File: src/rtl/cry_rom_arbiter_if.sv
// Bundle of requester handshakes and ROM-side signals for the CRY ROM arbiter.
// The slave modport is the arbiter's view; the master modport is the environment's view.
interface cry_rom_arbiter_if;
  logic       req0;
  logic [7:0] addr0;
  logic       gnt0;
  logic       rvalid0;
  logic [7:0] rdata0;
  logic       req1;
  logic [7:0] addr1;
  logic       gnt1;
  logic       rvalid1;
  logic [7:0] rdata1;
  logic [0:7] rom_a;
  logic [0:7] rom_z;
  logic       busy;

  modport slave (
    input  req0, addr0, req1, addr1, rom_z,
    output gnt0, rvalid0, rdata0, gnt1, rvalid1, rdata1, rom_a, busy
  );

  modport master (
    output req0, addr0, req1, addr1, rom_z,
    input  gnt0, rvalid0, rdata0, gnt1, rvalid1, rdata1, rom_a, busy
  );
endinterface

File: src/rtl/cry_rom_arbiter.sv
// Shares one registered 256x8 CRY lookup ROM between the video port (0, priority)
// and the CPU/blitter port (1), returning each result to its owner two cycles after acceptance.
module cry_rom_arbiter #(
  parameter int unsigned PRIO_BURST = 4
) (
  input logic               sys_clk,
  input logic               resetl,
  cry_rom_arbiter_if.slave  bus
);

  localparam logic [3:0] BURST_MAX = 4'(PRIO_BURST);

  logic [3:0] burstCnt_q, burstCnt_d;
  logic [7:0] lastAddr_q, lastAddr_d;
  logic       s1Valid_q, s1Port_q;
  logic       s2Valid_q, s2Port_q;
  logic [7:0] rdata0_q, rdata1_q;

  logic       burstFull;
  logic       gnt0, gnt1;
  logic [7:0] addrSel;
  logic [7:0] romData;
  logic [0:7] romA;

  // Port 1 wins a contended cycle only once port 0 has used up its burst allowance.
  always_comb begin
    burstFull = (burstCnt_q == BURST_MAX);
    gnt0      = bus.req0 & ~(bus.req1 & burstFull);
    gnt1      = bus.req1 & ~gnt0;

    addrSel = lastAddr_q;
    if (gnt0) begin
      addrSel = bus.addr0;
    end else if (gnt1) begin
      addrSel = bus.addr1;
    end
    lastAddr_d = addrSel;

    burstCnt_d = burstCnt_q;
    if (gnt1 || !bus.req1) begin
      burstCnt_d = 4'd0;
    end else if (gnt0 && !burstFull) begin
      burstCnt_d = burstCnt_q + 4'd1;
    end

    romA    = '0;
    romData = '0;
    for (int i = 0; i < 8; i++) begin
      romA[i]    = addrSel[i];
      romData[i] = bus.rom_z[i];
    end
  end

  // Reset forces the combinational outputs low as well as the registered ones.
  assign bus.gnt0    = gnt0 & resetl;
  assign bus.gnt1    = gnt1 & resetl;
  assign bus.rom_a   = resetl ? romA : '0;
  assign bus.rvalid0 = s2Valid_q & ~s2Port_q;
  assign bus.rvalid1 = s2Valid_q & s2Port_q;
  assign bus.rdata0  = rdata0_q;
  assign bus.rdata1  = rdata1_q;
  assign bus.busy    = s1Valid_q | s2Valid_q;

  always_ff @(posedge sys_clk or negedge resetl) begin
    if (!resetl) begin
      burstCnt_q <= '0;
      lastAddr_q <= '0;
      s1Valid_q  <= 1'b0;
      s1Port_q   <= 1'b0;
      s2Valid_q  <= 1'b0;
      s2Port_q   <= 1'b0;
      rdata0_q   <= '0;
      rdata1_q   <= '0;
    end else begin
      burstCnt_q <= burstCnt_d;
      lastAddr_q <= lastAddr_d;
      s1Valid_q  <= gnt0 | gnt1;
      s1Port_q   <= gnt1;
      s2Valid_q  <= s1Valid_q;
      s2Port_q   <= s1Port_q;
      if (s1Valid_q && !s1Port_q) begin
        rdata0_q <= romData;
      end
      if (s1Valid_q && s1Port_q) begin
        rdata1_q <= romData;
      end
    end
  end

endmodule

File: src/flat_wrapper.sv
// flat-port wrapper written by rule: the top's interface ports become plain ports
module cry_rom_arbiter_flat 
#(
  parameter int unsigned PRIO_BURST = 4
)
  (sys_clk, resetl, bus_req0, bus_addr0, bus_req1, bus_addr1, bus_rom_z, bus_gnt0, bus_rvalid0, bus_rdata0, bus_gnt1, bus_rvalid1, bus_rdata1, bus_rom_a, bus_busy);
  cry_rom_arbiter_if bus_i ();
  input logic sys_clk;
  input logic resetl;
  input wire logic [$bits(bus_i.req0)-1:0] bus_req0;
  input wire logic [$bits(bus_i.addr0)-1:0] bus_addr0;
  input wire logic [$bits(bus_i.req1)-1:0] bus_req1;
  input wire logic [$bits(bus_i.addr1)-1:0] bus_addr1;
  input wire logic [$bits(bus_i.rom_z)-1:0] bus_rom_z;
  output wire logic [$bits(bus_i.gnt0)-1:0] bus_gnt0;
  output wire logic [$bits(bus_i.rvalid0)-1:0] bus_rvalid0;
  output wire logic [$bits(bus_i.rdata0)-1:0] bus_rdata0;
  output wire logic [$bits(bus_i.gnt1)-1:0] bus_gnt1;
  output wire logic [$bits(bus_i.rvalid1)-1:0] bus_rvalid1;
  output wire logic [$bits(bus_i.rdata1)-1:0] bus_rdata1;
  output wire logic [$bits(bus_i.rom_a)-1:0] bus_rom_a;
  output wire logic [$bits(bus_i.busy)-1:0] bus_busy;
  assign bus_i.req0 = bus_req0;
  assign bus_i.addr0 = bus_addr0;
  assign bus_i.req1 = bus_req1;
  assign bus_i.addr1 = bus_addr1;
  assign bus_i.rom_z = bus_rom_z;
  assign bus_gnt0 = bus_i.gnt0;
  assign bus_rvalid0 = bus_i.rvalid0;
  assign bus_rdata0 = bus_i.rdata0;
  assign bus_gnt1 = bus_i.gnt1;
  assign bus_rvalid1 = bus_i.rvalid1;
  assign bus_rdata1 = bus_i.rdata1;
  assign bus_rom_a = bus_i.rom_a;
  assign bus_busy = bus_i.busy;
  cry_rom_arbiter #(.PRIO_BURST(PRIO_BURST)) u_core (.sys_clk(sys_clk), .resetl(resetl), .bus(bus_i));
endmodule
File: config.mk
export PLATFORM = sky130hd
export DESIGN_NAME = cry_rom_arbiter_flat
export DESIGN_NICKNAME = d
export VERILOG_FILES = /design/src/rtl/cry_rom_arbiter_if.sv /design/src/rtl/cry_rom_arbiter.sv /design/src/flat_wrapper.sv
export SDC_FILE = /design/constraint.sdc
export NUM_CORES = 1
export LEC_CHECK = 0
export CORE_UTILIZATION = 41
export DETAILED_ROUTE_END_ITERATION = 7
export PLACE_DENSITY = 0.79
export SYNTH_ARGS = -nofsm -noshare
export SYNTH_HDL_FRONTEND = slang
export SYNTH_SLANG_ARGS = --single-unit
File: constraint.sdc
create_clock -name sys_clk -period 2.5 [get_ports sys_clk]
set_clock_uncertainty 0.2 [all_clocks]
set_input_delay 0.5 -clock sys_clk [delete_from_list [all_inputs] [get_ports sys_clk]]
set_output_delay 0.5 -clock sys_clk [all_outputs]
set_load 0.005 [all_outputs]
==> summary.txt <==
STA
  – Post-route clock period utilization: between 90% and 100%
  – Min Tclk post-route: ~2400 ps
  – Slew @ Worst Pin: approximately 380 ps
  – Setup violators final: 0
  – Final Hold Fails: 0
  – Slew headroom: between 70% and 80%
  – Fin. max-slew vios: 0
  – Fmax: between 400 and 500 MHz

Synth
  – Post-synthesis compound-gate area fraction: 0%
  – Mux share of post-synthesis cell area: a little under a third
  – Synth Area in Adders: ~1.6%
  – Largest family of logic cells by synthesized area: multiplexers
  – Synth area leaders: dfrtp_1 (52%), mux2_2 (18%), mux2_4 (6.9%)
  – Mapped Cells: between 100 and 150
  – Register bit count reported by yosys: 32
  – Synth cell types: 24
  – Post-Synth Simple-Gate Area: a little over a tenth
  – Synth area leader: dfrtp_1
  – Syn_nets: ~150
  – Post-synthesis sequential area ratio: a little over half
  – Share of the synthesized area in the top cell type: between 50% and 60%
  – Warning count from the yosys run: 0
  – Post-Synth XOR/XNOR Area: 1.15%
  – Syn Area/Cell: around 13 sq um
  – Syn Std Cell Area: 1530 sq um

Clock network
  – CTS tree: built
  – Clock Tree Root: clkbuf_8
  – Worst-skew pair later-pin latency: 280 ps
  – Clock Tree Buf Depth: 2
  – Clk sinks: 32
  – Clk slew on worst S/H paths: around 60 ps
  – H-tree Lvls: 2
  – CTS Buf Count: 5

Pwr
  – VDD IR-drop max: 0.290 mV
  – Power per standard cell area: ~570 nW/um^2
  – Pleak: about 1.1 nW

Cells and area
  – Number of diodes: 0
  – Layout net count: 228
  – Commonest non-fill, non-tap cells in the layout: clkdlybuf4s50_1 (43), dfrtp_1 (32), mux2_2 (25), buf_4 (20), nand2_1 (17)
  – Fillers: 251
  – Final non-filler cell total: roughly 240
  – Share of layout cells above drive strength 1: around 36%
  – P&R area growth vs syn: 54.8%
  – Post-layout instance area: between 2000 and 2500 sq um
  – Multi-input logic area: ~700 sq um
  – Commonest non-fill, non-tap cell in the layout: clkdlybuf4s50_1
  – Flip-flop and latch area: roughly 800 sq um

Setup path
  – CP endpoint kind: primary output
  – Crit-path max FO: 6
  – Worst Path Required: ~1800 ps
  – Worst setup path category: reg -> out
  – CP Launch Type: flop
  – CP arrival: 1740 ps

Outcome
  – Outcome: finished, final reports clean

Floorplanning
  – Die Height: between 60 and 70 microns
  – Die Area: a little under 4000 sq um
  – Io pins: 57
  – Core area: ~3400 sq um
  – Width of the chip: approximately 63 microns
  – Initial Utilization: between 40% and 50%
  – FP Rows: 21

Worst hold path
  – Worst Hold Class: reg -> reg

Global route
  – Global-route wire length before repair: about 6000 microns
  – Initial antenna violation count: 0
  – GRT overflow: 0
  – Vias in the first global route: about 1300
  – Largest net degree at the start of global routing: 23
  – Gr usage total: about 20%

Detailed routing
  – DR DRC count: 0
  – Post-route ant nets: 0
  – Vias: between 1000 and 1500
  – DRT Pass-1 Iters: 4
  – Avg Vias per Cell: around 4.7
  – DRT Wirelength: 3500 microns
  – Routed len/inst: 14.3 microns
  – DR iter-0 viols: 30

Place
  – Routability cong.: between 0.7 and 0.8
  – Placed cells: ~220
  – Port Buffers: 56
  – DP Wirelength: 2470 microns
  – Area post-placement: roughly 2200 sq um

Run
  – Max-cap violation count: 0
-- logic make-up after synthesis --
family | Yosys count
fa+ha+maj | 2
mux | 40
buf+inv | 8
simple gates | 33
flops | 32
xor+xnor | 2
-- routing by layer --
layer	vias to the layer above	share of wire, %	track usage (%)
li1	556	-	-
met1	543	42	23.0
met2	51	49	34.1
met3	7	8.0	6.88
met4	0	1.5	6.98
met5	-	0	0
-- per-stage QoR --
stage               TNS [ps]  util, %  power (W)  worst slack, ps  hold WS (ps)
global route           -3.71     68.8    0.00141            -2.12           224
global placement       -3170     63.2   0.000912             -367           176
CTS                        0     68.5    0.00136             5.32           201
floorplan                  0        -   0.000734              554          4.41
detailed placement     -3360     63.2   0.000927             -391           186
finish                     0     68.8    0.00134             62.1           200
-- area by class of cell --
cell class	instances	area share, %
flip-flops and latches	32	33.8
repair buffers	78	29.7
multi-input cells	78	29.5
clock buffers	7	4.07
well taps	46	2.43
inverters	3	0.476
-- power by group --
part           total [W]  switching [W]  internal (W)
clock           0.000419       0.000174      0.000245
combinational   0.000319       0.000107      0.000212
sequential      0.000602      0.0000273      0.000575
-- Yosys cell counts --
library cell and number:
nor2b_1 1, inv_1 3, xor2_1 1, mux2i_1 8, mux2_4 7, mux2_2 25
nand2b_1 1, buf_6 1, clkbuf_1 1, nor2_1 4, and2_1 1, nand3_1 2
or2_2 2, nand2_1 17, and2_2 1, dfrtp_1 32, buf_2 2, nand4b_2 1
buf_8 1, and3_2 1, ha_1 2, xnor2_1 1, nand2_4 1, and3_1 1
-- sequential cells by signal, indices dropped and copies added (netlist names) --
name	count
u_core.bus.rdata1	8
u_core.burstCnt_q	4
u_core.s1Valid_q	1
u_core.bus.rdata0	8
u_core.s2Valid_q	1
u_core.lastAddr_q	8
u_core.s1Port_q	1
u_core.s2Port_q	1
-- critical path, cell delays in order (launching register included) --
cell and delay [ps]:
dfrtp_1 390, inv_1 70, ha_2 190, nand4b_4 130, nand2_4 140, buf_4 130, buf_4 100, mux2i_1 190
buf_2 140
-- repair_timing --
item,4_1_cts,5_1_grt
buffers inserted,9,2
gates resized for setup,19,5
endpoints found under the hold margin,6,0
pin swaps,1,1
setup endpoints to repair,10,5
gates cloned,1,0
hold buffers,1,0
-- final timing paths --
check                                                       to  cells after the start  slack, ps                        startpoint
worst max-delay path                              bus_rom_a[2]                      8         60  u_core.burstCnt_q[0]$_DFFE_PN0P_
worst min-delay path                 u_core.s2Port_q$_DFF_PN0_                      0        200         u_core.s1Port_q$_DFF_PN0_
worst max register to register  u_core.lastAddr_q[3]$_DFF_PN0_                      8        590  u_core.burstCnt_q[0]$_DFFE_PN0P_
worst min register to register       u_core.s2Port_q$_DFF_PN0_                      0        200         u_core.s1Port_q$_DFF_PN0_
max in group asynchronous       u_core.lastAddr_q[6]$_DFF_PN0_                      2       1110                            resetl
min in group asynchronous       u_core.lastAddr_q[4]$_DFF_PN0_                      2        210                            resetl
No activity file was read; power rests on OpenSTA's default activity.
